--- src/rtl/fft_framer_if.sv ---
// Sample-stream / parallel-frame bus between an upstream source and fft_input_framer.
// master: source side (drives samples, sees ready and frames); slave: the framer.
interface fft_framer_if #(
    parameter int N      = 8,
    parameter int DATA_W = 16
);
    logic                     s_valid_i;
    logic signed [DATA_W-1:0] s_data_i;
    logic                     s_ready_o;
    logic                     valid_o;
    logic signed [DATA_W-1:0] x_re_o [0:N-1];

    modport master (output s_valid_i, s_data_i, input s_ready_o, valid_o, x_re_o);
    modport slave  (input s_valid_i, s_data_i, output s_ready_o, valid_o, x_re_o);
endinterface

--- src/rtl/fft_input_framer.sv ---
// fft_input_framer: collects a serial Q1.15 sample stream into N-sample frames using
// ping-pong banks and presents each finished frame in parallel with a one-cycle valid
// pulse, never closer than MIN_GAP cycles apart.
// Optional feature macro: FFT_FRAMER_BITREV_EN -- samples are stored at the bit-reversed
// bank location, giving bit-reversed order on x_re_o for a DIT core.
module fft_input_framer #(
    parameter int N       = 8,
    parameter int DATA_W  = 16,
    parameter int MIN_GAP = 20
) (
    input  logic         clk_i,
    input  logic         rst_ni,
    fft_framer_if.slave  bus
);
    localparam int IDX_W = (N > 1) ? $clog2(N) : 1;
    localparam int GAP_W = $clog2(MIN_GAP + 1);

    if (N < 2 || (N & (N - 1)) != 0) begin : g_bad_n
        $error("fft_input_framer: N must be a power of two >= 2");
    end
    if (MIN_GAP < 1) begin : g_bad_gap
        $error("fft_input_framer: MIN_GAP must be >= 1");
    end

    logic signed [DATA_W-1:0] bank_q [2][N];
    logic                     wr_bank_q;
    logic [IDX_W-1:0]         wr_idx_q;
    logic                     full_q;
    logic                     valid_q;
    logic [GAP_W-1:0]         gap_q;

    logic                     accept;
    logic                     complete;
    logic                     swap;
    logic                     rd_bank;
    logic [IDX_W-1:0]         wr_addr;

    function automatic logic [IDX_W-1:0] bitrev(input logic [IDX_W-1:0] i);
        logic [IDX_W-1:0] r;
        for (int b = 0; b < IDX_W; b++) r[b] = i[IDX_W-1-b];
        return r;
    endfunction

    // Ready depends only on registered state, so the source never sees a comb loop.
    assign accept   = bus.s_valid_i && !full_q;
    assign complete = (accept && wr_idx_q == IDX_W'(N - 1)) || full_q;
    assign swap     = complete && (gap_q == '0);
    assign rd_bank  = ~wr_bank_q;

`ifdef FFT_FRAMER_BITREV_EN
    assign wr_addr = bitrev(wr_idx_q);
`else
    assign wr_addr = wr_idx_q;
`endif

    assign bus.s_ready_o = !full_q;
    assign bus.valid_o   = valid_q;

    // Control: write index, bank select, stall flag, frame pulse and spacing counter.
    always_ff @(posedge clk_i or negedge rst_ni) begin
        if (!rst_ni) begin
            wr_idx_q  <= '0;
            wr_bank_q <= 1'b0;
            full_q    <= 1'b0;
            valid_q   <= 1'b0;
            gap_q     <= '0;
        end else begin
            valid_q <= swap;
            if (accept) wr_idx_q <= wr_idx_q + IDX_W'(1);
            if (swap) begin
                wr_bank_q <= ~wr_bank_q;
                full_q    <= 1'b0;
                gap_q     <= GAP_W'(MIN_GAP - 1);
            end else begin
                if (complete) full_q <= 1'b1;
                if (gap_q != '0) gap_q <= gap_q - GAP_W'(1);
            end
        end
    end

    // Sample storage: only the write bank is ever written; the read bank stays frozen.
    always_ff @(posedge clk_i or negedge rst_ni) begin
        if (!rst_ni) begin
            for (int b = 0; b < 2; b++)
                for (int j = 0; j < N; j++)
                    bank_q[b][j] <= '0;
        end else if (accept) begin
            bank_q[wr_bank_q][wr_addr] <= bus.s_data_i;
        end
    end

    // Parallel frame output straight from the read bank.
    always_comb begin
        for (int j = 0; j < N; j++) bus.x_re_o[j] = bank_q[rd_bank][j];
    end
endmodule
--- src/flat_wrapper.sv ---
// flat-port wrapper written by rule: the top's interface ports become plain ports
module fft_input_framer_flat 
#(
    parameter int N       = 8,
    parameter int DATA_W  = 16,
    parameter int MIN_GAP = 20
)
  (clk_i, rst_ni, bus_s_valid_i, bus_s_data_i, bus_s_ready_o, bus_valid_o, bus_x_re_o);
  fft_framer_if #(.N(N), .DATA_W(DATA_W)) bus_i ();
  input  logic clk_i;
  input  logic rst_ni;
  input wire logic [$bits(bus_i.s_valid_i)-1:0] bus_s_valid_i;
  input wire logic [$bits(bus_i.s_data_i)-1:0] bus_s_data_i;
  output wire logic [$bits(bus_i.s_ready_o)-1:0] bus_s_ready_o;
  output wire logic [$bits(bus_i.valid_o)-1:0] bus_valid_o;
  output wire logic [$bits(bus_i.x_re_o)-1:0] bus_x_re_o;
  assign bus_i.s_valid_i = bus_s_valid_i;
  assign bus_i.s_data_i = bus_s_data_i;
  assign bus_s_ready_o = bus_i.s_ready_o;
  assign bus_valid_o = bus_i.valid_o;
  assign bus_x_re_o = {>>{bus_i.x_re_o}};
  fft_input_framer #(.N(N), .DATA_W(DATA_W), .MIN_GAP(MIN_GAP)) u_core (.clk_i(clk_i), .rst_ni(rst_ni), .bus(bus_i));
endmodule
--- config.mk ---
export PLATFORM = sky130hd
export DESIGN_NAME = fft_input_framer_flat
export DESIGN_NICKNAME = d
export VERILOG_FILES = /design/src/rtl/fft_framer_if.sv /design/src/rtl/fft_input_framer.sv /design/src/flat_wrapper.sv
export SDC_FILE = /design/constraint.sdc
export NUM_CORES = 1
export LEC_CHECK = 0
export CORE_ASPECT_RATIO = 0.7
export CORE_UTILIZATION = 28
export CTS_CLUSTER_SIZE = 28
export DETAILED_ROUTE_END_ITERATION = 8
export GPL_TIMING_DRIVEN = 1
export HOLD_SLACK_MARGIN = 0.02
export PLACE_DENSITY = 0.52
export RECOVER_POWER = 100
export REMOVE_ABC_BUFFERS = 1
export SLEW_MARGIN = 20
export SYNTH_ARGS = -nofsm -noshare
export SYNTH_HDL_FRONTEND = slang
export SYNTH_SLANG_ARGS = --single-unit
--- constraint.sdc ---
create_clock -name clk_i -period 2.4 [get_ports clk_i]
set_input_delay 0.48 -clock clk_i [delete_from_list [all_inputs] [get_ports clk_i]]
set_output_delay 0.48 -clock clk_i [all_outputs]
set_load 0.02 [all_outputs]
==> out/metrics.csv <==
stage,metric,value,unit
logic_synthesis,ys_seq_area_share,57.06,%
status,status,finished with violations,
timing,setup_slack,-0.1281,ns
final_layout,area_growth,29.29,%
timing,slew_violations,0,
worst_setup_path,required,1.92,ns
grt,track_usage,15.02,%
timing,hold_viol,0,
timing,max_slew.worst_pin.slew,1.066,ns
placement,dpl_cell_area,14150,um^2
timing,max_slew_margin,28.90,%
worst_setup_path,startpoint_type,flip-flop,
die,core.rowCount,62,
power,power.switching,0.007587,W
logic_synthesis,yosysMostFrequentCell,mux2_2,
worst_setup_path,cp_max_fo,7,
logic_synthesis,avgSynthCellArea,15.51,um^2
final_layout,fin_nets,967,
power,seqPwrFrac,33.4,%
worst_setup_path,critPathTopFamily,buffers and inverters,
route,antenna_left,0,
die,io-pin-count,149,
power,p_per_area,1462,nW/um^2
power,p_int,0.01455,W
clocking,root_buffer,clkbuf_16,
final_layout,drive_above_1_share,63.15,%
timing,rsz0062_at_grt,yes,
logic_synthesis,synth_top_cell_area_share,57.06,%
die,die_w,246.4,um
die,design.die.area,42660,um^2
die,dieHeight,173.1,um
power,pwr-share-comb,45.9,%
clocking,cts.reportedPaths.clkPinSlew,0.06,ns
timing,fmax,0.3956,GHz
timing,fin_skew,0.02200,ns
worst_setup_path,cp_slowest_cell,dfrtp_4,
logic_synthesis,synth_cell_type_count,30,
timing,finalSetupViolations,89,
worst_setup_path,critPathArrivalTime,2.05,ns
grt,grt_antenna_before_repair,1,
logic_synthesis,synth_ff_type,dfrtp_1,
placement,place_ws,0.01797,ns
worst_setup_path,crit_type,reg -> out,
clocking,cts_tree,built,
logic_synthesis,synth-edff-count,0,
route,wl_per_cell,21.06,um
grt,grt_pass1_wl,48000,um
placement,io_buffers,148,
clocking,cts_sinks,267,
min_path,holdCritPathClass,reg -> reg,
route,vias_per_cell,4.536,
status,violations,setup timing,
logic_synthesis,synthTopCellsByCount,"mux2_2 (377), dfrtp_1 (267), buf_2 (26)",
clocking,insertion_delay,0.56,ns
grt,grt.overflow.total,0,
power,ir_drop,0.0006697,V
timing,fin_crit,2.528,ns
route,dr.pass1.iters,4,
route,vias,6854,
logic_synthesis,synth_seq_cells,267,
worst_setup_path,cp-end-kind,output port,
logic_synthesis,netlist_instances,755,
route,route.detailed.drc,0,
final_layout,fin_area,15140,um^2
worst_setup_path,path_buf_inv,5,
timing,whs,0.4997,ns
placement,hpwl,20980,um
final_layout,n_fill_cell,3962,
logic_synthesis,synth_area_leaders,"dfrtp_1 (57%), mux2_2 (36%), mux2_4 (1.3%)",
flow_run,max-cap-violations,0,
logic_synthesis,yosysWarnings,0,
logic_synthesis,syn_area,11710,um^2
clocking,cts-buffers-inserted,28,
power,leakage,7.182,nW
worst_setup_path,crit_top_cell,buf_12,
placement,gp_congestion,0.6978,
route,drtIter0Drc,263,
power,total_power,0.02214,W
grt,grt_pass1_vias,7177,
logic_synthesis,synthArstFlopShare,100.0,%
die,core-area,41110,um^2
route,routed_wl,31820,um
power,swShare,34.28,%
timing,final.period_utilization,105.3,%
die,initial_core_util,28.48,%
worst_setup_path,max_stage_delay,0.49,ns
clocking,cts_max_level,1,
grt,grt_max_degree,67,
power,p_clk_share,20.7,%
worst_setup_path,path_cells,buf_12 -> buf_12 -> buf_12 -> buf_12 -> mux2_4 -> buf_6,
logic_synthesis,yosys.area.top_type,dfrtp_1,
clocking,ctsLongestPathBuffers,3,
-- cells in the final DEF (no fill, tap or decap), types with 5 or more instances in the layout --
cell type        instances
buf_12                   8
buf_2                   38
buf_4                   50
buf_6                   56
clkbuf_1                 7
clkbuf_16               30
clkbuf_8                 7
clkdlybuf4s50_1         18
dfrtp_1                266
dlygate4sd2_1           25
mux2_2                 353
mux2_4                  34
nand2_1                 11
nor2_1                   5
-- final timing paths --
check	from	to	slack, ns	depth (start not counted)
max in group asynchronous	rst_ni	u_core.bank_q[37]$_DFFE_PN0P_	0.28	3
hold reg to reg	u_core.bank_q[186]$_DFFE_PN0P_	u_core.bank_q[186]$_DFFE_PN0P_	0.50	1
hold / removal	u_core.bank_q[186]$_DFFE_PN0P_	u_core.bank_q[186]$_DFFE_PN0P_	0.50	1
min in group asynchronous	rst_ni	u_core.bank_q[45]$_DFFE_PN0P_	0.69	2
setup / recovery	u_core.wr_bank_q$_DFFE_PN0P_	bus_x_re_o[35]	-0.13	6
setup reg to reg	u_core.wr_bank_q$_DFFE_PN0P_	u_core.bank_q[26]$_DFFE_PN0P_	0.04	7
-- power by group through the flow --
| stage | Sequential, W | Combinational (W) | Clock [W] |
|---|---|---|---|
| after CTS | 0.00739 | 0.00973 | 0.00473 |
| after detailed placement | 0.00754 | 0.0101 | 0 |
| after global routing | 0.00766 | 0.0108 | 0.00488 |
| after floorplan | 0.00746 | 0.00571 | 0 |
| final | 0.00740 | 0.0102 | 0.00458 |
| after global placement | 0.00749 | 0.0101 | 0 |
-- metrics by stage --
step | util [%] | TNS [ns] | instances
floorplan | - | -712.01 | 702
global placement | 34.42 | 0 | 1444
detailed placement | 34.42 | 0 | 1444
CTS | 36.39 | -6.477 | 1506
global route | 36.82 | -13.87 | 1511
finish | 36.82 | -4.851 | 1511
-- repair_timing --
action                     4_1_cts  5_1_grt
hold buffers                     1        0
hold endpoints to repair        37        0
pin swaps                        0        0
buffers inserted                 9        6
gates resized for setup        470      118
setup endpoints to repair      128       79
gates cloned                     1        1
-- layout make-up --
class / count / area [um^2] / share of cell area, %
multi-input combinational: 432 / 4836 / 31.94
clock buffer: 41 / 840.8 / 5.554
tap: 544 / 680.7 / 4.496
clock inverter: 10 / 133.9 / 0.8843
antenna: 1 / 2.502 / 0.01653
inverter: 3 / 11.26 / 0.07438
sequential: 267 / 6685 / 44.16
timing repair buffer: 213 / 1949 / 12.88
-- flip-flops by register name (all words and copies together) (netlist names) --
signal              count
u_core.bus.valid_o      1
u_core.wr_bank_q        1
u_core.wr_addr          3
u_core.gap_q            5
u_core.bank_q         256
u_core.full_q           1
-- cell families after synthesis --
family	synth area share, %
compound gates	0.1816
xor+xnor	0.1496
fa+ha+maj	0.3206
buf+inv	2.425
flops	57.06
mux	37.71
simple gates	2.158
-- routing by layer --
metal,part of all wire [%],routed length [um],global-route usage (%)
met5,0,0,0
met4,1.3,403,2.263
met3,3.8,1214,2.902
met2,44,13850,22.17
met1,51,16350,22.96
No activity file was read; power rests on OpenSTA's default activity.
